[src/rtl/sipo_deser.sv]
// rtl/sipo_deser.sv - serial-in/parallel-out deserializer with one-cycle load strobe
// Optional trailing even-parity check when SIPO_PARITY_CHK_EN is defined (adds perr).
module sipo_deser #(
  parameter int WIDTH     = 4,
  parameter bit MSB_FIRST = 1'b1
) (
  input  logic             clk,
  input  logic             rst,
  input  logic             start,
  input  logic             sin_valid,
  input  logic             sin,
  output logic [WIDTH-1:0] out,
  output logic             load,
  output logic             busy
`ifdef SIPO_PARITY_CHK_EN
  ,
  output logic             perr
`endif
);

  localparam int CW = (WIDTH > 2) ? $clog2(WIDTH) : 1;

`ifdef SIPO_PARITY_CHK_EN
  typedef enum logic [1:0] {S_IDLE, S_SHIFT, S_DONE, S_PARITY} state_t;
`else
  typedef enum logic [1:0] {S_IDLE, S_SHIFT, S_DONE} state_t;
`endif

  state_t           state_q, state_d;
  logic [WIDTH-1:0] sr_q, sr_d;
  logic [CW-1:0]    cnt_q, cnt_d;
  logic [WIDTH-1:0] out_q, out_d;
  logic [WIDTH-1:0] sr_shift;
  logic             last_bit;
`ifdef SIPO_PARITY_CHK_EN
  logic             perr_q, perr_d;
`endif

  // Shift direction decides which end of the word the first serial bit ends up in.
  generate
    if (MSB_FIRST) begin : g_msb_first
      assign sr_shift = {sr_q[WIDTH-2:0], sin};
    end else begin : g_lsb_first
      assign sr_shift = {sin, sr_q[WIDTH-1:1]};
    end
  endgenerate

  assign last_bit = (cnt_q == CW'(WIDTH - 1));

  always_ff @(posedge clk) begin
    if (rst) begin
      state_q <= S_IDLE;
      sr_q    <= '0;
      cnt_q   <= '0;
      out_q   <= '0;
`ifdef SIPO_PARITY_CHK_EN
      perr_q  <= 1'b0;
`endif
    end else begin
      state_q <= state_d;
      sr_q    <= sr_d;
      cnt_q   <= cnt_d;
      out_q   <= out_d;
`ifdef SIPO_PARITY_CHK_EN
      perr_q  <= perr_d;
`endif
    end
  end

  always_comb begin
    state_d = state_q;
    sr_d    = sr_q;
    cnt_d   = cnt_q;
    out_d   = out_q;
`ifdef SIPO_PARITY_CHK_EN
    perr_d  = 1'b0;
`endif
    case (state_q)
      S_IDLE: begin
        if (start) begin
          state_d = S_SHIFT;
          sr_d    = '0;
          cnt_d   = '0;
        end
      end
      S_SHIFT: begin
        if (sin_valid) begin
          sr_d = sr_shift;
          if (last_bit) begin
            // Counter parks at WIDTH-1; it is cleared again on the next SHIFT entry.
`ifdef SIPO_PARITY_CHK_EN
            state_d = S_PARITY;
`else
            out_d   = sr_shift;
            state_d = S_DONE;
`endif
          end else begin
            cnt_d = cnt_q + CW'(1);
          end
        end
      end
`ifdef SIPO_PARITY_CHK_EN
      S_PARITY: begin
        if (sin_valid) begin
          if (((^sr_q) ^ sin) == 1'b0) begin
            out_d   = sr_q;
            state_d = S_DONE;
          end else begin
            perr_d  = 1'b1;
            state_d = S_IDLE;
          end
        end
      end
`endif
      S_DONE: begin
        if (start) begin
          state_d = S_SHIFT;
          sr_d    = '0;
          cnt_d   = '0;
        end else begin
          state_d = S_IDLE;
        end
      end
      default: begin
        state_d = S_IDLE;
      end
    endcase
  end

  assign out  = out_q;
  assign load = (state_q == S_DONE);
`ifdef SIPO_PARITY_CHK_EN
  assign busy = (state_q == S_SHIFT) || (state_q == S_PARITY);
  assign perr = perr_q;
`else
  assign busy = (state_q == S_SHIFT);
`endif

endmodule

[config.mk]
export PLATFORM = sky130hd
export DESIGN_NAME = sipo_deser
export DESIGN_NICKNAME = d
export VERILOG_FILES = /design/src/rtl/sipo_deser.sv
export SDC_FILE = /design/constraint.sdc
export NUM_CORES = 1
export LEC_CHECK = 0
export BUFFER_PORTS_ARGS = -buffer_cell sky130_fd_sc_hd__buf_4
export CAP_MARGIN = 20
export CORE_AREA = 2 2 39 41
export DETAILED_ROUTE_END_ITERATION = 10
export DIE_AREA = 0 0 41 43
export GPL_TIMING_DRIVEN = 1
export SYNTH_ARGS = -nofsm -noshare
export SYNTH_HDL_FRONTEND = slang
export SYNTH_SLANG_ARGS = --single-unit
[constraint.sdc]
create_clock -name clk -period 2.8 [get_ports clk]
set_input_delay 0.7 -clock clk [delete_from_list [all_inputs] [get_ports clk]]
set_output_delay 0.7 -clock clk [all_outputs]
set_load 0.01 [all_outputs]
Word level (Yosys, flattened, before mapping)
Cells that the tools add are included.

Input port bits: 5. Output and inout port bits: 6. Logic and storage cells: 32. Bits in registers: 11.

Eq/ne operators: 8. Reduce and logical (&&, ||, !) cells: 7. $add $sub $neg: 1. Mux-type cells: 12.

Operators with widths (count): 2-to-1 mux 2 bit (6); AND reduction 3 bit (3); 2-to-1 mux 3 bit (2); inequality test 2 bit (second input constant) (3); one-hot mux 2 bit (3 select lines) (1); one-hot mux 3 bit (2 select lines) (1); == test 2 bit (second input constant) (2); inequality test 2 x 1 -> 1 bit (second input constant) (2); one-hot mux 2 bit (2 select lines) (1); AND reduction 4 bit (1); adder 2 x 1 -> 2 bit (second input constant) (1); == test 2 x 1 -> 1 bit (second input constant) (1); zero test 2 bit (1); nonzero test 2 bit (1); OR reduction 2 bit (1); 2-to-1 mux 1 bit (1).

Logic depth before layout (Yosys ltp)
Gate-level depths: netlist (run 1).

Depth in word-level cells: 4. Depth in mapped cells: 5. Mapped depth without buffers: 4.

Worst setup path after synthesis (run 1)
No wires, ideal clock.

Kind: register to output. Start point: reg state_q[0]. End point: out busy. Setup slack: 1.445 ns. Required time: 2.100 ns. Path buffers: 1. Arrival: 0.655 ns. Cell stages (with the launch flop): 3. Cell sequence: dfxtp_1 > buf_6 > nor2b_1.

Word-level cells in the longest chain between the ends: 1.

RTL lines: from (decl) (line 29) `state_t state_q, state_d;`; from (signal assigned) (line 60) `state_q <= state_d;`; == test 2 x 1 -> 1 bit (line 136) `assign busy = (state_q == S_SHIFT);`; to (decl) (line 14) `output logic busy`.

Every way passes these cells.

Worst setup path in the final report (run 1)
Same ends and word-level chain as after synthesis.

==> results.txt, run 1 <==
----------------------------------------------------
[CTS]
  # resized after CTS ... 0
  Total clock sinks ... 11
  Clock Path Buffers ... 2
  Later-pin clock latency in the skew report ... approximately 0.27 ns
  Total CTS buffers ... 3
  Post-CTS Hold Fix Bufs ... 0
  Reg clk slew, reported paths ... ~0.070 ns
  Setup fix buffers added after clock tree synthesis ... 0
  Root buffer selected by CTS ... sky130_fd_sc_hd__clkbuf_4
  Htree depth ... 1
  TritonCTS clock tree ... built

[Floorplanning]
  Die W ... between 40 and 50 um
  Core region area ... ~1400 sq um
  Cell Rows ... 14
  Effective utilization at floorplan ... ~34%
  Total Die Area ... around 1800 sq um
  Height of the die ... about 43 um
  I/O Pins ... 11

[GRT]
  Global Route met1 Usage ... 16.1%
  Fraction of met2 tracks used by global routing ... roughly 17%
  Total gr overflow ... 0
  Layer with the highest usage after global routing ... met2
  Global routing usage on met3 ... between 1.5 and 2%
  Total routing resource utilization after global routing ... about an eighth
  Initial antenna violation count ... 0
  Via count of the first global-routing pass ... 360
  Global-route wire length before repair ... 1.47 mm
  Largest net degree at the start of global routing ... 13

[Synthesis]
  Total standard cell area after synthesis ... between 400 and 500 sq um
  Fraction of the yosys area taken by sequential cells ... a little under half
  Mapped Cells ... 55
  Synth warn ... 0
  Synth Area per Inst ... between 8 and 9 sq um
  Number of different library cells in the post-synthesis netlist ... 18
  Number of synthesized register bits ... 11
  Synth Net Count ... 61

[Critical path]
  Reg-to-reg critical path endpoint ... out[0]$_SDFFE_PP0P_
  Crit path max fanout ... 10
  Critical path required time ... between 2 and 2.5 ns
  Crit path kind ... reg -> out
  CP startpoint kind ... flop
  Number of cells on the worst reg-to-reg path ... 4
  Arrival time worst endpoint ... roughly 1.1 ns
  Startpoint of the worst-slack reg-to-reg timing path ... cnt_q[0]$_SDFFE_PP0P_
  Element type at the critical path end ... primary output
  Slowest CP cell ... sky130_fd_sc_hd__dfxtp_1
  CP Cell Sequence ... nor2b_1, buf_4
  Crit path largest cell delay ... between 0.4 and 0.5 ns
  Reg2reg setup slack ... 1.51 ns

[Timing]
  Final critical-path share of the clock period ... approximately 64%
  Final count of pins violating max slew ... 0
  Setup repair after global routing missed its margin ... false
  Relative slew margins ... 81.5%
  Worst clock skew on the final layout ... roughly 0.0055 ns
  Slew at the pin with the worst max-slew slack ... ~0.28 ns
  Final setup viols ... 0
  Shortest clock period the worst path allows after layout ... between 1.5 and 2 ns
  Final Hold Violating Endpoints ... 0
  Accumulated negative setup slack ... 0 ns
  Upper clock frequency limit ... approximately 0.56 GHz

[Route]
  DRT antenna net count ... 0
  Vias after detailed routing ... 413
  Pre-antenna DRT Iters ... 4
  First DRT Iteration DRCs ... 14
  Mean number of vias per cell ... 5.04
  Wire length per cell after detailed routing ... 10.8 um
  DR DRC count ... 0
  Total wire length after detailed routing ... roughly 900 um

[Placement]
  Estimated wirelength of the detail-placed design ... around 630 um
  Final weighted congestion of routability-driven global placement ... ~0.70
  PortBufs ... 10
  Area after detailed placement ... about 540 sq um

[Run]
  Number of violations of the max-capacitance limit ... 0

[Cells and area]
  Core Util, Final ... just over 40%
  Antenna diode count ... 0
  Ratio of cells with drive above 1 in the final layout ... between 15 and 20%
  Area Growth Syn to Fin ... 20.0%
  Final nets ... between 70 and 80
  Fin area ... between 500 and 600 sq um

[Hold path]
  Min-delay src ... out[2]$_SDFFE_PP0P_
  Worst min-delay path category ... reg -> reg
  Hold endpoint ... out[2]$_SDFFE_PP0P_
  Cell depth of the worst min-delay path ... 2

[Outcome]
  Result of the run ... completed

[Power]
  Power Density ... 509 nW/um^2
  Worst-case vdd ir drop ... 0.194 mV
  Leakage component of the power ... between 0.2 and 0.25 nW

----------------------------------------------------
per-layer routing:
metal  up-vias  routed length [um]
met1       193                 436
li1        214                   -
met2         4                 418
met5         -                   0
met3         2                  17
met4         0                  14
cells in the mapped netlist:
master                      instances  area share (%)
sky130_fd_sc_hd__dfxtp_1           11              46
sky130_fd_sc_hd__a21oi_1            9             9.5
sky130_fd_sc_hd__nand2_1            9             7.1
sky130_fd_sc_hd__nand3_1            8             8.4
sky130_fd_sc_hd__inv_1              3             2.4
sky130_fd_sc_hd__buf_6              2             4.7
sky130_fd_sc_hd__nand4b_1           2             3.7
sky130_fd_sc_hd__and2b_1            1             1.6
sky130_fd_sc_hd__and3b_1            1             1.8
sky130_fd_sc_hd__clkbuf_1           1            0.79
sky130_fd_sc_hd__ha_1               1             2.6
sky130_fd_sc_hd__nand2b_1           1             1.3
sky130_fd_sc_hd__nand3b_1           1             1.6
sky130_fd_sc_hd__nand4bb_1          1             2.4
sky130_fd_sc_hd__nor2_1             1            0.79
sky130_fd_sc_hd__nor2b_1            1             1.3
sky130_fd_sc_hd__o2111ai_1          1             1.8
sky130_fd_sc_hd__o41ai_1            1             1.8
placed cells by master (no fill, tap or decap):
cell,synthesis,routed
sky130_fd_sc_hd__buf_4,0,10
sky130_fd_sc_hd__and3b_1,1,1
sky130_fd_sc_hd__nor2_1,1,1
sky130_fd_sc_hd__nand3b_1,1,1
sky130_fd_sc_hd__o2111ai_1,1,1
sky130_fd_sc_hd__and2b_1,1,1
sky130_fd_sc_hd__clkbuf_4,0,3
sky130_fd_sc_hd__dfxtp_1,11,11
sky130_fd_sc_hd__nand4bb_1,1,1
sky130_fd_sc_hd__nand2_1,9,9
sky130_fd_sc_hd__inv_1,3,3
sky130_fd_sc_hd__nand3_1,8,8
sky130_fd_sc_hd__o41ai_1,1,1
sky130_fd_sc_hd__ha_1,1,1
sky130_fd_sc_hd__nand2b_1,1,1
sky130_fd_sc_hd__a21oi_1,9,9
sky130_fd_sc_hd__nand4b_1,2,2
sky130_fd_sc_hd__nor2b_1,1,1
sky130_fd_sc_hd__clkbuf_1,1,1
metrics by stage:
stage	setup WS, ns	hold slack, ns	std cells	total power, mW
final	1.01	0.457	82	0.290
after global routing	0.934	0.478	82	0.304
after CTS	1.01	0.458	82	0.294
after detailed placement	1.31	0.449	78	0.186
after global placement	1.32	0.448	78	0.186
after floorplan	1.45	0.444	55	0.180
state kept, by name (all words and copies together), names as in the netlist:
name and count:
sr_q 3, out 4, state_q 2, cnt_q 2
where the power goes:
group / total, mW / internal [mW] / switching (mW)
Sequential: 0.162 / 0.158 / 0.00319
Clock: 0.108 / 0.0551 / 0.0528
Combinational: 0.0209 / 0.00901 / 0.0119
worst max-delay path by stage:
| stage | from | endpoint | slack (ns) |
|---|---|---|---|
| final | state_q[0]$_SDFFE_PP0P_ | busy | 1.01 |
| after global routing | state_q[0]$_SDFFE_PP0P_ | busy | 0.93 |
| after CTS | state_q[0]$_SDFFE_PP0P_ | busy | 1.01 |
| after detailed placement | state_q[0]$_SDFFE_PP0P_ | busy | 1.31 |
| after global placement | state_q[0]$_SDFFE_PP0P_ | load | 1.32 |
| after floorplan | state_q[0]$_SDFFE_PP0P_ | busy | 1.45 |
layout make-up:
type,count,area [sq um]
clock buffer,4,26.3
inverter,3,11.3
multi-input combinational,38,218
fill,156,813
timing repair buffer,10,75.1
tap,16,20.0
sequential,11,220
worst max-delay path, delay by kind of cell, from the launching register on:
kind / cells / cell delay, ns
buffers and inverters: 1 / 0.14
and+or+nand+nor: 1 / 0.22
DFF: 1 / 0.47
cell families (layout without fill, tap and decap cells):
logic type | after synthesis | in the layout | share of synthesized area, %
AO/OA/AOI/OAI | 11 | 11 | 13.2
AND/OR/NAND/NOR | 26 | 26 | 30.0
adder cells (fa/ha/maj) | 1 | 1 | 2.63
buffers and inverters | 6 | 17 | 7.89
flip-flops | 11 | 11 | 46.3
No activity file was read; power rests on OpenSTA's default activity.
==> inputs of run 2 (changes only) <==
==> constraint.sdc (replaced) <==
create_clock -name clk -period 1.7 [get_ports clk]
set_input_delay 0.425 -clock clk [delete_from_list [all_inputs] [get_ports clk]]
set_output_delay 0.425 -clock clk [all_outputs]
set_load 0.01 [all_outputs]
==> results.txt, run 2 (same netlist as run 1, synthesis figures left out) <==
----------------------------------------------------
[GRT]
  Global-route wire length before repair ... 1.57 mm (+7.1%)
  Layer with the highest usage after global routing ... met1
  Via count of the first global-routing pass ... 375 (+4.2%)
  Global routing usage on met3 ... 1.57% (unchanged)
  Total routing resource utilization after global routing ... 12.9% (+0.35 points)
  Largest net degree at the start of global routing ... 13 (unchanged)
  Initial antenna violation count ... 0 (unchanged)
  Global Route met1 Usage ... 19.2% (+3.0 points)
  Total gr overflow ... 0 (unchanged)
  Fraction of met2 tracks used by global routing ... 15.9% (-0.94 points)

[CTS]
  Clock Path Buffers ... 2 (unchanged)
  Root buffer selected by CTS ... sky130_fd_sc_hd__clkbuf_4
  TritonCTS clock tree ... built
  Total clock sinks ... 11 (unchanged)
  Setup fix buffers added after clock tree synthesis ... 0 (unchanged)
  # resized after CTS ... 0 (unchanged)
  Later-pin clock latency in the skew report ... 0.27 ns (about the same)
  Total CTS buffers ... 3 (unchanged)
  Reg clk slew, reported paths ... 0.07 ns (about the same)
  Htree depth ... 1 (unchanged)
  Post-CTS Hold Fix Bufs ... 0 (unchanged)

[Route]
  DR DRC count ... 0 (unchanged)
  First DRT Iteration DRCs ... 6 (-8)
  Pre-antenna DRT Iters ... 4 (unchanged)
  Wire length per cell after detailed routing ... 10.5 um (-3.0%)
  DRT antenna net count ... 0 (unchanged)
  Vias after detailed routing ... 405 (-1.9%)
  Mean number of vias per cell ... 4.94 (-1.9%)
  Total wire length after detailed routing ... 860 um (-3.0%)

[Critical path]
  Element type at the critical path end ... primary output
  Reg2reg setup slack ... 0.46 ns (-1.05 ns)
  Crit path max fanout ... 10 (unchanged)
  Arrival time worst endpoint ... 1.08 ns (about the same)
  Critical path required time ... 1.27 ns (-0.83 ns)
  Crit path kind ... reg -> out
  CP startpoint kind ... flop

[Power]
  Leakage component of the power ... 0.227 nW (unchanged)
  Worst-case vdd ir drop ... 0.394 mV (+100%)
  Power Density ... 837 nW/um^2 (+64%)

[Floorplanning]
  Die W ... 41 um (unchanged)
  Total Die Area ... 1760 sq um (unchanged)
  Height of the die ... 43 um (unchanged)
  I/O Pins ... 11 (unchanged)
  Effective utilization at floorplan ... 34.4% (unchanged)
  Core region area ... 1380 sq um (unchanged)
  Cell Rows ... 14 (unchanged)

[Placement]
  Estimated wirelength of the detail-placed design ... 637 um (+1.3%)
  Area after detailed placement ... 544 sq um (unchanged)
  Placed cells ... 78 (unchanged)
  Final weighted congestion of routability-driven global placement ... 0.751 (+7.1%)
  PortBufs ... 10 (unchanged)

[Cells and area]
  Ratio of cells with drive above 1 in the final layout ... 19.7% (unchanged)
  Area Growth Syn to Fin ... 20.0% (unchanged)
  Final nets ... 73 (unchanged)
  Commonest non-fill, non-tap cells in the layout ... 11 x sky130_fd_sc_hd__dfxtp_1, 10 x sky130_fd_sc_hd__buf_4, 9 x sky130_fd_sc_hd__a21oi_1, 9 x sky130_fd_sc_hd__nand2_1, 8 x sky130_fd_sc_hd__nand3_1
  Antenna diode count ... 0 (unchanged)
  Core Util, Final ... 41.2% (unchanged)
  Final Non-Filler Cells ... 82 (unchanged)
  Flip-flop count of the largest register after layout ... 4 (unchanged)
  Fin area ... 571 sq um (unchanged)
  Leading cell type in the layout, fill and taps excluded ... sky130_fd_sc_hd__dfxtp_1

[Timing]
  Final setup viols ... 0 (unchanged)
  Relative slew margins ... 83.2% (+1.7 points)
  Final critical-path share of the clock period ... between 80% and 90%
  Accumulated negative setup slack ... 0 ns (unchanged)
  Setup repair after global routing missed its margin ... false
  Upper clock frequency limit ... 0.663 GHz
  Worst clock skew on the final layout ... 0.00263 ns (-0.00287 ns)
  Final count of pins violating max slew ... 0 (unchanged)
  Slew at the pin with the worst max-slew slack ... 0.248 ns (-0.0287 ns)
  Final Hold Violating Endpoints ... 0 (unchanged)
  Shortest clock period the worst path allows after layout ... 1.51 ns

[Run]
  Number of violations of the max-capacitance limit ... 0 (unchanged)

[Hold path]
  Worst min-delay path category ... in -> reg

[Outcome]
  Result of the run ... completed

----------------------------------------------------
## run 2: cell counts in the layout (fill, tap and decap cells not counted)
No cell type changed its count.
## run 2: final cells by class
type                            count  area (sq um)
Fill cell                         146           813
Sequential cell                    11           220
Multi-Input combinational cell     38           218
Timing Repair Buffer               10          75.1
Clock buffer                        4          26.3
Tap cell                           16          20.0
Inverter                            3          11.3
## run 2: metal layers
metal / up-vias / routed length, um
li1: 214 / -
met1: 181 / 429
met2: 8 / 388
met3: 2 / 28
met4: 0 / 13
met5: - / 0
## run 2: path summary, 6_finish.rpt
path / end / start / depth (start not counted)
worst max-delay path: load / state_q[0]$_SDFFE_PP0P_ / 2
worst min-delay path: sr_q[0]$_SDFFE_PP0P_ / sin / 3
worst min register to register: out[3]$_SDFFE_PP0P_ / out[3]$_SDFFE_PP0P_ / 2
worst max register to register: cnt_q[0]$_SDFFE_PP0P_ / cnt_q[0]$_SDFFE_PP0P_ / 3
## run 2: power breakdown
| part | switching, mW | internal, mW |
|---|---|---|
| clock network | 0.0861 | 0.0908 |
| registers | 0.00530 | 0.261 |
| logic | 0.0193 | 0.0149 |
## run 2: worst max-delay path, stage by stage (launching register included)
cell	delay, ns
sky130_fd_sc_hd__dfxtp_1	0.47
sky130_fd_sc_hd__and2b_1	0.21
sky130_fd_sc_hd__buf_4	0.13
## run 2: stage by stage
| stage | setup slack (ns) | hold slack, ns | power (mW) |
|---|---|---|---|
| floorplan | 0.584 | 0.444 | 0.297 |
| global placement | 0.478 | 0.448 | 0.307 |
| detailed placement | 0.457 | 0.452 | 0.306 |
| CTS | 0.188 | 0.404 | 0.487 |
| global route | 0.110 | 0.410 | 0.501 |
| finish | 0.193 | 0.408 | 0.477 |
==> inputs of run 3 (changes only) <==
--- a/config.mk
+++ b/config.mk
@@ -11,6 +11,8 @@
 export DETAILED_ROUTE_END_ITERATION = 10
 export DIE_AREA = 0 0 41 43
 export GPL_TIMING_DRIVEN = 1
+export PLACE_DENSITY = 0.53
+export RECOVER_POWER = 25
 export SYNTH_ARGS = -nofsm -noshare
 export SYNTH_HDL_FRONTEND = slang
 export SYNTH_SLANG_ARGS = --single-unit
==> results.txt, run 3 (same netlist as run 1, synthesis figures left out) <==
----------------------------------------------------
[GRT]
  Total gr overflow ... 0 (unchanged)
  Largest net degree at the start of global routing ... 13 (unchanged)
  Total routing resource utilization after global routing ... 14.0% (+1.2 points)
  Global-route wire length before repair ... 1.63 mm (+3.5%)
  Initial antenna violation count ... 0 (unchanged)
  Via count of the first global-routing pass ... 344 (-8.3%)

[Floorplanning]
  Total Die Area ... 1760 sq um (unchanged)
  Height of the die ... 43 um (unchanged)
  Cell Rows ... 14 (unchanged)
  Effective utilization at floorplan ... 34.4% (unchanged)
  I/O Pins ... 11 (unchanged)
  Die W ... 41 um (unchanged)
  Core region area ... 1380 sq um (unchanged)

[Route]
  Total wire length after detailed routing ... 975 um (+13%)
  Wire length per cell after detailed routing ... 11.9 um (+13%)
  Pre-antenna DRT Iters ... 2 (-2)
  DR DRC count ... 0 (unchanged)
  Vias after detailed routing ... 408 (+0.74%)
  Mean number of vias per cell ... 4.98 (+0.74%)
  DRT antenna net count ... 0 (unchanged)
  First DRT Iteration DRCs ... 12 (+6)

[Timing]
  Worst hold margin ... 0.420 ns (+0.0118 ns)
  Final critical-path share of the clock period ... 89.0% (+0.36 points)
  Slew at the pin with the worst max-slew slack ... 0.276 ns (+0.0273 ns)
  Upper clock frequency limit ... 0.661 GHz (-0.40%)
  Setup repair after global routing missed its margin ... false
  Final setup viols ... 0 (unchanged)
  Worst clock skew on the final layout ... 0.000742 ns (-0.00189 ns)
  Final Hold Violating Endpoints ... 0 (unchanged)
  Shortest clock period the worst path allows after layout ... 1.51 ns (+0.00604 ns)
  Relative slew margins ... 81.4% (-1.8 points)
  Accumulated negative setup slack ... 0 ns (unchanged)
  Final count of pins violating max slew ... 0 (unchanged)

[Cells and area]
  Leading cell type in the layout, fill and taps excluded ... sky130_fd_sc_hd__dfxtp_1
  Commonest non-fill, non-tap cells in the layout ... 11 x sky130_fd_sc_hd__dfxtp_1, 9 x sky130_fd_sc_hd__a21oi_1, 9 x sky130_fd_sc_hd__nand2_1, 8 x sky130_fd_sc_hd__nand3_1, 7 x sky130_fd_sc_hd__buf_4
  Ratio of cells with drive above 1 in the final layout ... 15.2% (-4.5 points)
  Flip-flop count of the largest register after layout ... 4 (unchanged)
  Register area ... 220 sq um (unchanged)
  Area Growth Syn to Fin ... 17.6%
  Final nets ... 73 (unchanged)
  Area of combinational cells with multiple inputs ... 218 sq um (unchanged)
  Antenna diode count ... 0 (unchanged)
  Fill cell instance count of the final layout ... 145 (-0.68%)

[Critical path]
  Element type at the critical path end ... primary output
  Crit path largest cell delay ... 0.48 ns (about the same)
  Slowest CP cell ... sky130_fd_sc_hd__dfxtp_1
  Crit path max fanout ... 10 (unchanged)
  CP startpoint kind ... flop
  CP Cell Sequence ... and2b_1, buf_4
  Critical path required time ... 1.27 ns (about the same)
  Sum of buffers and inverters on the critical path ... 1 (unchanged)
  Crit path kind ... reg -> out
  Cell family with the largest share of critical-path delay ... flip-flops
  Arrival time worst endpoint ... 1.09 ns (about the same)

[CTS]
  Post-CTS Hold Fix Bufs ... 0 (unchanged)
  TritonCTS clock tree ... built
  Later-pin clock latency in the skew report ... 0.26 ns (about the same)
  Total CTS buffers ... 3 (unchanged)
  Reg clk slew, reported paths ... 0.07 ns (about the same)
  Root buffer selected by CTS ... sky130_fd_sc_hd__clkbuf_4
  Setup fix buffers added after clock tree synthesis ... 0 (unchanged)
  Clock Path Buffers ... 2 (unchanged)
  # resized after CTS ... 0 (unchanged)
  Htree depth ... 1 (unchanged)
  Total clock sinks ... 11 (unchanged)

[Placement]
  PortBufs ... 10 (unchanged)
  Final weighted congestion of routability-driven global placement ... 0.762 (+1.5%)
  Estimated wirelength of the detail-placed design ... 671 um (+5.4%)

[Hold path]
  Worst min-delay path category ... in -> reg

[Power]
  Power Density ... 850 nW/um^2 (+1.6%)
  Leakage component of the power ... 0.214 nW (-5.7%)
  Worst-case vdd ir drop ... 0.395 mV (+0.29%)

[Outcome]
  Result of the run ... completed

[Run]
  Number of violations of the max-capacitance limit ... 0 (unchanged)

----------------------------------------------------
## run 3: changes by cell type in the layout (fill, tap and decap cells not counted), sizes merged
cell	change
clkbuf	+3
buf	-3
## run 3: path summary, 6_finish.rpt
path | from | end | slack, ns | depth (start not counted)
setup / recovery | state_q[0]$_SDFFE_PP0P_ | load | 0.19 | 2
hold / removal | sin | sr_q[0]$_SDFFE_PP0P_ | 0.42 | 3
setup reg to reg | cnt_q[0]$_SDFFE_PP0P_ | cnt_q[0]$_SDFFE_PP0P_ | 0.43 | 3
hold reg to reg | out[0]$_SDFFE_PP0P_ | out[0]$_SDFFE_PP0P_ | 0.45 | 2
## run 3: cell type report
type | instances | area share, %
Multi-Input combinational cell | 38 | 38.9
Inverter | 3 | 2.01
Sequential cell | 11 | 39.4
Tap cell | 16 | 3.58
Timing Repair Buffer | 10 | 11.4
Clock buffer | 4 | 4.70
## run 3: metrics by stage
step	total power, mW	instances	utilization, %	setup slack (ns)	cell area [sq um]
floorplan	0.297	55	-	0.584	475
global placement	0.307	78	39.3	0.470	544
detailed placement	0.307	78	39.3	0.425	544
CTS	0.479	82	41.2	0.184	571
global route	0.504	82	40.4	0.0976	559
finish	0.476	82	40.4	0.187	559
## run 3: tightest hold or removal path, delay by kind of cell
| kind | cells | cell delay (ns) |
|---|---|---|
| AO/OA/AOI/OAI | 1 | 0.05 |
| AND/OR/NAND/NOR | 1 | 0.05 |
| buffers and inverters | 1 | 0.11 |
## run 3: power by group
group | switching [mW] | internal (mW) | leakage, nW
Clock | 0.0831 | 0.0907 | 0.0150
Combinational | 0.0204 | 0.0148 | 0.110
Sequential | 0.00543 | 0.261 | 0.0889
Total | 0.109 | 0.367 | 0.214
## run 3: per-layer routing
metal / GRT usage, % / up-vias / wire length, um
li1: - / 215 / -
met1: 18.7 / 181 / 476
met2: 18.8 / 10 / 424
met3: 5.24 / 2 / 63
met4: 8.00 / 0 / 12
met5: 0 / - / 0
